`config.mk`:
```
export PLATFORM = sky130hd
export DESIGN_NAME = regfile_port_arbiter
export DESIGN_NICKNAME = d
export VERILOG_FILES = /design/src/rtl/regfile_port_arbiter.sv
export SDC_FILE = /design/constraint.sdc
export NUM_CORES = 1
export LEC_CHECK = 0
export CAP_MARGIN = 20
export CORE_MARGIN = 4
export CORE_UTILIZATION = 40
export DETAILED_ROUTE_END_ITERATION = 10
export PLACE_DENSITY = 0.87
export SYNTH_ARGS = -nofsm -noshare
export SYNTH_HDL_FRONTEND = slang
export SYNTH_SLANG_ARGS = --single-unit
```
`constraint.sdc`:
```
create_clock -name clk -period 3.2 [get_ports clk]
set_input_delay 0.64 -clock clk [delete_from_list [all_inputs] [get_ports clk]]
set_output_delay 0.64 -clock clk [all_outputs]
set_load 0.02 [all_outputs]
```
`src/rtl/regfile_port_arbiter.sv`:
```
// regfile_port_arbiter: round-robin write-port arbiter, commit stage, read decode and RAW hazards (REGARB_BYPASS_EN adds a bypass path)
module regfile_port_arbiter #(
  parameter int NREGS = 32,
  parameter int DW = 32
) (
  input  logic             clk,
  input  logic             reset,
  input  logic             freeze,
  input  logic             req0_valid,
  input  logic [4:0]       req0_addr,
  input  logic [DW-1:0]    req0_data,
  output logic             req0_ready,
  input  logic             req1_valid,
  input  logic [4:0]       req1_addr,
  input  logic [DW-1:0]    req1_data,
  output logic             req1_ready,
  input  logic             rd_a_en,
  input  logic [4:0]       rd_a_addr,
  input  logic             rd_b_en,
  input  logic [4:0]       rd_b_addr,
  output logic [NREGS-1:0] wr_dselect,
  output logic [DW-1:0]    wr_data,
  output logic             wr_strobe,
  output logic [NREGS-1:0] asel,
  output logic [NREGS-1:0] bsel,
`ifdef REGARB_BYPASS_EN
  output logic             byp_a_en,
  output logic             byp_b_en,
  output logic [DW-1:0]    byp_data,
`endif
  output logic             rd_a_hazard,
  output logic             rd_b_hazard
);
  localparam logic [NREGS-1:0] ONE = NREGS'(1);
  logic          last_grant, open, gnt0, gnt1, any_gnt, live;
  logic [4:0]    waddr, gaddr;
  logic [DW-1:0] gdata;
  logic          haz_a, haz_b;
  always_comb begin
    open = !freeze && !reset;
    gnt0 = open && req0_valid && (!req1_valid || last_grant);
    gnt1 = open && req1_valid && (!req0_valid || !last_grant);
    any_gnt = gnt0 || gnt1;
    gaddr = gnt1 ? req1_addr : req0_addr;
    gdata = gnt1 ? req1_data : req0_data;
    live = any_gnt && gaddr != 5'd0;
    asel = rd_a_en ? ONE << rd_a_addr : '0;
    bsel = rd_b_en ? ONE << rd_b_addr : '0;
    haz_a = rd_a_en && wr_strobe && rd_a_addr == waddr;
    haz_b = rd_b_en && wr_strobe && rd_b_addr == waddr;
  end
  assign req0_ready = gnt0;
  assign req1_ready = gnt1;
`ifdef REGARB_BYPASS_EN
  assign byp_a_en = haz_a;
  assign byp_b_en = haz_b;
  assign byp_data = wr_data;
  assign rd_a_hazard = 1'b0;
  assign rd_b_hazard = 1'b0;
`else
  assign rd_a_hazard = haz_a;
  assign rd_b_hazard = haz_b;
`endif
  // writes to register 0 are accepted but never strobe a cell
  always_ff @(posedge clk) begin
    if (reset) begin
      wr_strobe  <= 1'b0;
      wr_dselect <= '0;
      wr_data    <= '0;
      waddr      <= '0;
      last_grant <= 1'b1;
    end else begin
      wr_strobe  <= live;
      wr_dselect <= live ? ONE << gaddr : '0;
      if (any_gnt) begin
        waddr      <= gaddr;
        wr_data    <= gdata;
        last_grant <= gnt1;
      end
    end
  end
endmodule
```
Word-level counts from Yosys, hierarchy flattened

Cells that the tools add are included.

Eq/ne operators: 2
Shift-type cells: 3
Multiplexer cells: 4
Bitwise gates (word level): 1
Reductions and logical operators: 20

Operators by type and width:

| operator                                                            | number |
|---|---|
| 32-bit 2-to-1 mux                                                   | 3 |
| 1-bit by 5-bit left shift with 32-bit output (first input constant) | 3 |
| 5-bit == test                                                       | 2 |
| 1-bit logical AND                                                   | 10 |
| 1-bit logical NOT                                                   | 5 |
| 5-bit 2-to-1 mux                                                    | 1 |
| 5-bit nonzero test                                                  | 1 |
| 1-bit logical OR                                                    | 3 |
| 2-bit OR reduction                                                  | 1 |
| 1-bit NOT                                                           | 1 |

Flip-flop bits (word level): 71
Bits of input ports: 91
Output and inout port bits: 133
Word-level logic and storage cells: 35

Longest topological paths before layout

Gate-level depths: netlist of run 1.

Word-level depth: 9
Gate-level depth with buffers: 5
Mapped depth without buffers: 5

Worst setup path before layout of run 1

No wires, ideal clock.

Path kind: in2out
Start point: input port rd_a_addr[2]
End point: output port asel[6]
Data arrival time: 1.704 ns
Required time: 2.560 ns
Path slack: 0.856 ns
Stages on the path: 4
Path buffers: 1
Cell sequence: clkbuf_1 nor2b_1 nand3_1 nor3_1

Word-level cells in the longest chain between the ends: 2

Ends and longest elaborated chain:

| element                                      | RTL line | source |
|---|---|---|
| start: declaration                           | 18       | `input logic [4:0] rd_a_addr,` |
| 1-bit by 5-bit left shift with 32-bit output | 47       | `asel = rd_a_en ? ONE << rd_a_addr : '0;` |
| 32-bit 2-to-1 mux                            | 47       |  |
| end: declaration                             | 24       | `output logic [NREGS-1:0] asel,` |

Every way passes these cells.

Worst setup path after layout of run 1

Start point: input port rd_a_addr[0]
End point: output port asel[2]

Same word-level chain as after synthesis.

==> impl_results.md, run 1 <==
- Vertical extent of the die: a little over 100 um
- Worst setup skew after layout: approximately 0.010 ns
- TritonCTS clock tree: yes
- Starting utilization of the core area: 0.4077
- Instance area at placement: 5937 sq um
- Worst vdd ir: just under 400 uV
- Per-instance average area after synthesis: slightly above 8 sq um
- Clock transition at path regs: 0.07 ns
- Cell row count: 34
- Synthesis-to-finish area growth: 72.98%
- Area of the core region: 8678 sq um
- Final Hold Fails: 0
- Count of port buffers added during placement: ~220
- Syn nets: 519
- Number of iterations in the first detailed-routing pass: 4
- Fillcell total: just under 700
- Gr usage total: 0.2217
- Total half-perimeter wirelength after legalization and detailed placement: between 9000 and 10000 um
- Number of antenna violations at the first check in global routing: 0
- Met3 WL post-DR: around 1100 um
- Post-route cell area: around 6000 sq um
- Startpoint type of the worst setup path: input port
- Max Cap Violations: 0
- Avg WL per Cell: 15.99 um
- RePlAce Congestion: around 0.91
- Worst min path class: flop to flop
- Proportion of synthesized chip area in sequential cells: 0.4017
- Top_reg_cell synth: sky130_fd_sc_hd__dfxtp_1
- Total length of routed wires: about 12000 um
- Summed instance area of the synthesized netlist: roughly 3500 sq um
- Type of the worst setup path: input port to primary output
- Number of buffers between clock root and the deepest sink: 2
- Fraction of the cycle the final worst path needs: 0.9678
- Worst path required time: 2.56 ns
- Die Wd: around 100 um
- Root Driver: sky130_fd_sc_hd__clkbuf_8
- Leakage component of the power: around 2.4 nW
- Highest net fanout along the worst path: 4
- Share of the synthesized area in the top cell type: 0.4017
- Die Footprint: about 10000 sq um
- Final Total Pwr: roughly 2.1 mW
- Most area-hungry cell type in the Yosys netlist: sky130_fd_sc_hd__dfxtp_1
- Routed Antenna Nets: 0
- Final TNS setup: 0 ns
- Post-placement setup slack: between 0.1 and 0.15 ns
- Area taken by flip-flops and latches: roughly 1400 sq um
- Ports placed on the boundary: ~220
- Post-synthesis register bit count: a little over 70
- Pin count of the biggest net entering global routing: between 60 and 70
- RSZ-0062 raised after global routing: no
- Result of the run: complete, no violations
- Syn. warnings: 0
- Total number of clock tree sinks: between 70 and 80
- Transition at the pin with the smallest max-transition slack: 0.6868 ns
- Top layer in use: met4
- Number of buffers added to fix hold violations after cts: 0
- CTS buffer count: 9
- Achievable frequency: approximately 320 MHz
- Post-CTS Setup Bufs: 0
- Min setup slack post-route: between 0.1 and 0.15 ns
- Vias in the first global route: 3800
- Fraction of final layout cells with drive strength greater than 1: 0.06707
- First-pass GRT wire length: 18500 um
- Htree depth: 3
- Routed met1 length: around 4600 um
- # setup viols final: 0
- Clock latency of the later-clocked register in the worst-skew pair: about 0.34 ns
- Count of different cell masters after synthesis: 46
- Share of synthesized registers carrying an async set or reset: 0
- Total number of nets in the final design: about 740
- Post-cts repair resize count: 0
- Number of synthesized flops with an enable pin: 0
- Most area-consuming cells after synthesis: sky130_fd_sc_hd__dfxtp_1, sky130_fd_sc_hd__mux2i_1, sky130_fd_sc_hd__nor2_1
- Areal power density over the cells: 339.8 nW/um^2
- Signal arrival time at the worst endpoint: ~2.5 ns
- Worst slew margin relative to its limit: 0.5421
- Time the final worst path needs with I/O delays and setup: roughly 3.1 ns
- Met2 layer wire length in the routed design: ~6200 um
- Critical path endpoint category: primary output
- # diodes: 0
- First-iteration detailed-routing DRC count: 233
- Area of the multi-input gates: around 2000 sq um
- Number of max-slew violations in the final report: 0
- Synthesized instance count: about 430
- Post-detailed-route via-to-cell ratio: 5.187
- Number of vias in the routed layout: between 3000 and 4000
- Global-route congestion overflow total: 0
- Number of remaining DRC errors: 0
-- final cells by class --
type                       instances  share of cell area
clock buffer                      11             0.02473
clock inverter                     5            0.005315
inverter                           5            0.003066
multi-input combinational        326              0.3275
sequential                        71              0.2322
tap                              108             0.02208
timing repair buffer             238              0.3851
-- through the flow --
step	hold WS, ns	utilization	cells
global placement	0.4673	0.6841	748
detailed placement	0.4763	0.6841	748
global route	0.5219	0.7053	764
floorplan	0.5033	-	428
finish	0.4937	0.7053	764
CTS	0.5001	0.7053	764
-- worst max-delay path, cell delays in order --
cell	delay (ns)
sky130_fd_sc_hd__clkdlybuf4s50_1	0.49
sky130_fd_sc_hd__buf_4	0.18
sky130_fd_sc_hd__nor2_1	0.13
sky130_fd_sc_hd__nand3_1	0.19
sky130_fd_sc_hd__nor3_1	0.19
sky130_fd_sc_hd__clkdlybuf4s50_1	0.63
-- synthesized netlist by cell type, types with 2 or more instances --
library cell and count:
sky130_fd_sc_hd__nand3b_1 36, sky130_fd_sc_hd__nor2b_1 6, sky130_fd_sc_hd__nand2_1 14, sky130_fd_sc_hd__dfxtp_1 71
sky130_fd_sc_hd__nor4_1 9, sky130_fd_sc_hd__nand3_1 10, sky130_fd_sc_hd__nor2_1 92, sky130_fd_sc_hd__nor3_1 10
sky130_fd_sc_hd__nand4_1 5, sky130_fd_sc_hd__inv_1 4, sky130_fd_sc_hd__a211oi_1 3, sky130_fd_sc_hd__clkbuf_1 20
sky130_fd_sc_hd__nand2b_1 11, sky130_fd_sc_hd__o21ai_0 41, sky130_fd_sc_hd__a21oi_1 4, sky130_fd_sc_hd__buf_2 6
sky130_fd_sc_hd__xnor2_1 10, sky130_fd_sc_hd__mux2i_1 41, sky130_fd_sc_hd__and3_1 4, sky130_fd_sc_hd__o32a_1 2
sky130_fd_sc_hd__nor3_2 4
-- routing by layer --
layer,GRT usage,up-vias
met3,0.06007,20
met2,0.4043,203
met4,0.07164,0
met5,0,-
li1,-,1939
met1,0.2494,1801
-- cell families after synthesis --
logic type / Yosys count / synth area share
DFF: 71 / 0.4017
xor gates and xnor gates: 10 / 0.02475
buffers and inverters: 31 / 0.03500
muxes: 43 / 0.1223
AOI/OAI and AO/OA: 62 / 0.1047
other: 1 / 0.001060
and+or+nand+nor: 210 / 0.3105
-- placed cells by master, fill, tap and decap left out, drive strengths merged, types with 2 or more instances in the layout --
master         synthesis  routed
o21ai                 42      42
xnor2                 10      10
nand4                  5       5
clkbuf                20      11
clkinvlp               0       3
nor2                  93      93
nor2b                  6       6
a31oi                  2       2
buf                    6      15
nor3                  14      14
o32a                   2       2
clkinv                 0       2
inv                    5       5
mux2i                 41      41
mux2                   2       2
dfxtp                 71      71
a211oi                 3       3
and3                   4       4
nand3                 10      10
a21oi                  4       4
nand3b                36      36
or2                    2       2
nand2                 15      15
nand2b                11      11
clkdlybuf4s50          0     223
nor4                   9       9
-- power by group --
part	switching, mW	internal [mW]	total [mW]
clock	0.333	0.321	0.654
combinational	0.229	0.250	0.479
sequential	0.0250	0.922	0.947
total	0.587	1.49	2.08
-- path summary, 6_finish.rpt --
path / slack (ns) / end / cells after the start / start
max: 0.10 / asel[2] / 6 / rd_a_addr[0]
min: 0.49 / wr_data[26] / 2 / wr_data[26]
max reg2reg: 1.35 / wr_dselect[16] / 5 / last_grant
min reg2reg: 0.49 / wr_data[26] / 2 / wr_data[26]
-- state kept, by name (all words and copies together) (netlist names) --
| register | cells |
|---|---|
| waddr | 5 |
| wr_data | 32 |
| last_grant | 1 |
| wr_dselect | 32 |
| wr_strobe | 1 |
Note: power is estimated with default switching activity, not from simulation.
==> run 2: changes to the inputs <==
--- a/config.mk
+++ b/config.mk
@@ -5,10 +5,10 @@
 export SDC_FILE = /design/constraint.sdc
 export NUM_CORES = 1
 export LEC_CHECK = 0
-export CAP_MARGIN = 20
 export CORE_MARGIN = 4
 export CORE_UTILIZATION = 40
 export DETAILED_ROUTE_END_ITERATION = 10
+export MAX_ROUTING_LAYER = met4
 export PLACE_DENSITY = 0.87
 export SYNTH_ARGS = -nofsm -noshare
 export SYNTH_HDL_FRONTEND = slang
==> constraint.sdc (replaced) <==
create_clock -name clk -period 3.87 [get_ports clk]
set_input_delay 0.774 -clock clk [delete_from_list [all_inputs] [get_ports clk]]
set_output_delay 0.774 -clock clk [all_outputs]
set_load 0.02 [all_outputs]
==> impl_results.md, run 2 (synthesis gave the netlist of run 1 again) <==
- Result of the run: complete, no violations (unchanged)
- Number of max-slew violations in the final report: 0 (unchanged)
- Signal arrival time at the worst endpoint: 2.68 ns (was 2.46 ns)
- Final core utilization: 0.7007 (was 0.7053)
- Worst path buffer plus inverter count: 2 (was 3)
- TritonCTS clock tree: yes (unchanged)
- Root Driver: sky130_fd_sc_hd__clkbuf_8 (unchanged)
- Combinational power share: 0.211 (was 0.230)
- Worst slew margin relative to its limit: 0.5434 (was 0.5421)
- Time the final worst path needs with I/O delays and setup: between 3 and 4 ns
- Number of buffers added to fix hold violations after cts: 0 (unchanged)
- P_sw: 483.5 uW (was 587.0 uW)
- Global-route congestion overflow total: 0 (unchanged)
- RePlAce Congestion: 0.9247 (was 0.9125)
- Most common cell after layout, fill and taps aside: sky130_fd_sc_hd__clkdlybuf4s50_1 (unchanged)
- Transition at the pin with the smallest max-transition slack: 0.6849 ns (was 0.6868 ns)
- Vias in the first global route: 3809 (was 3800)
- Fraction of the cycle the final worst path needs: 0.8936
- Area of the core region: 8678 sq um (unchanged)
- Htree depth: 3 (unchanged)
- First-iteration detailed-routing DRC count: 216 (was 233)
- Number of antenna violations at the first check in global routing: 0 (unchanged)
- Cell repeated most along the worst path: sky130_fd_sc_hd__clkdlybuf4s50_1 (unchanged)
- Final Total Pwr: 1.842 mW (was 2.080 mW)
- Leakage component of the power: 2.338 nW (was 2.368 nW)
- Crit-path cells: clkdlybuf4s50_1 -> nor2b_1 -> nand3_1 -> nor2_1 -> clkdlybuf4s50_1 (was clkdlybuf4s50_1 -> buf_4 -> nor2_1 -> nand3_1 -> nor3_1 -> clkdlybuf4s50_1)
- # setup viols final: 0 (unchanged)
- Total length of routed wires: 12070 um (was 12220 um)
- Ports placed on the boundary: 224 (unchanged)
- Max Cap Violations: 0 (unchanged)
- Routed Antenna Nets: 0 (unchanged)
- CTS buffer count: 9 (unchanged)
- Synthesis-to-finish area growth: 71.85% (was 72.98%)
- Worst min path class: flop to flop (unchanged)
- Clock transition at path regs: 0.07 ns (about the same)
- Number of buffers between clock root and the deepest sink: 2 (unchanged)
- Gr usage total: 0.2250 (was 0.2217)
- Final hold slack: 0.4955 ns (was 0.4937 ns)
- Min setup slack post-route: 0.4119 ns (was 0.1030 ns)
- Avg WL per Cell: 16.01 um (was 15.99 um)
- Total number of clock tree sinks: 71 (unchanged)
- Registers with the most flip-flops: wr_data (32), wr_dselect (32), waddr (5) (unchanged)
- Instance area at placement: 5849 sq um (was 5937 sq um)
- Count of port buffers added during placement: 223 (unchanged)
- Vertical extent of the die: 102.1 um (unchanged)
- Post-placement setup slack: 0.4367 ns (was 0.1352 ns)
- Die Footprint: 10420 sq um (unchanged)
- Areal power density over the cells: 303.0 nW/um^2 (was 339.8 nW/um^2)
- Fraction of final layout cells with drive strength greater than 1: 0.05263 (was 0.06707)
- Die Wd: 102.1 um (unchanged)
- Total number of nets in the final design: 732 (was 742)
- Sequential fraction of design power: 0.425 (was 0.455)
- Achievable frequency: a little under 300 MHz
- Post-CTS Setup Bufs: 0 (unchanged)
- Post-cts repair resize count: 0 (unchanged)
- Critical path endpoint category: primary output (unchanged)
- Type of the worst setup path: input port to primary output (unchanged)
- Cell class contributing the biggest share of worst-path delay: buffers and inverters (unchanged)
- Number of remaining DRC errors: 0 (unchanged)
- Starting utilization of the core area: 0.4077 (unchanged)
- Fillcell total: 677 (was 684)
- Portion of total power attributed to the clock network: 0.365 (was 0.314)
- Worst setup skew after layout: 0.007528 ns (was 0.01027 ns)
- RSZ-0062 raised after global routing: no (unchanged)
- # diodes: 0 (unchanged)
- Final TNS setup: 0 ns (unchanged)
- Worst vdd ir: 275.3 uV (was 386.1 uV)
- Number of vias in the routed layout: 3945 (was 3963)
- Number of iterations in the first detailed-routing pass: 5 (was 4)
- Internal Dissipation: 1.359 mW (was 1.493 mW)
- Total half-perimeter wirelength after legalization and detailed placement: 9423 um (was 9723 um)
- Sw frac: 0.2624 (was 0.2822)
- Startpoint type of the worst setup path: input port (unchanged)
- Placed instance count: 738 (was 748)
- Critical path's largest stage delay: 0.63 ns (about the same)
- First-pass GRT wire length: 18490 um (was 18500 um)
- Post-route cell area: 6081 sq um (was 6121 sq um)
- Non-filler instance count after layout: 754 (was 764)
- Top library cells by usage in the layout, fill and taps aside: sky130_fd_sc_hd__clkdlybuf4s50_1, sky130_fd_sc_hd__nor2_1, sky130_fd_sc_hd__dfxtp_1 (unchanged)
- Slowest stage cell on the critical path: sky130_fd_sc_hd__clkdlybuf4s50_1 (unchanged)
- Highest net fanout along the worst path: 6 (was 4)
- Post-detailed-route via-to-cell ratio: 5.232 (was 5.187)
- Final Hold Fails: 0 (unchanged)
- Pin count of the biggest net entering global routing: 63 (unchanged)
- Clock latency of the later-clocked register in the worst-skew pair: 0.33 ns (was 0.34 ns)
- Worst path required time: 3.10 ns (was 2.56 ns)
- Cell row count: 34 (unchanged)
[run 2: cell types whose count changed in the layout (fill, tap and decap cells not counted)]
cell / previous run / this run
sky130_fd_sc_hd__buf_4: 14 / 5
sky130_fd_sc_hd__bufinv_16: 0 / 2
sky130_fd_sc_hd__buf_12: 1 / 0
sky130_fd_sc_hd__clkinvlp_4: 3 / 2
sky130_fd_sc_hd__clkinv_2: 2 / 1
[run 2: worst min-delay path: cells and delay by family (launching register included)]
family / cells / cell delay (ns)
DFF: 1 / 0.33
and+or+nand+nor: 1 / 0.07
AOI/OAI and AO/OA: 1 / 0.06
[run 2: area by class of cell]
cell class	instances	area [sq um]	share of cell area
Multi-Input combinational cell	326	2004	0.3296
Inverter	5	18.77	0.003086
Clock inverter	5	80.08	0.01317
Tap cell	108	135.1	0.02222
Timing Repair Buffer	228	2270	0.3733
Clock buffer	11	151.4	0.02490
Sequential cell	71	1421	0.2337
[run 2: power by group through the flow]
stage	clock (mW)	combinational (mW)	sequential (mW)
after floorplan	0	0.145	0.830
after global placement	0	0.377	0.798
after detailed placement	0	0.385	0.799
after CTS	0.682	0.388	0.783
after global routing	0.715	0.415	0.787
final	0.672	0.388	0.783
[run 2: worst paths after layout]
path / startpoint / end / slack (ns) / cells after the start
setup / recovery: rd_a_en / asel[25] / 0.41 / 5
hold / removal: wr_data[9] / wr_data[9] / 0.50 / 2
setup reg to reg: last_grant / wr_dselect[16] / 2.00 / 5
hold reg to reg: wr_data[9] / wr_data[9] / 0.50 / 2
[run 2: layer usage]
metal / part of all wire / global-route usage / up-vias
li1: - / - / 1914
met1: 0.39 / 0.2601 / 1794
met2: 0.50 / 0.3973 / 211
met3: 0.090 / 0.04573 / 26
met4: 0.019 / 0.05752 / 0
met5: 0 / - / -
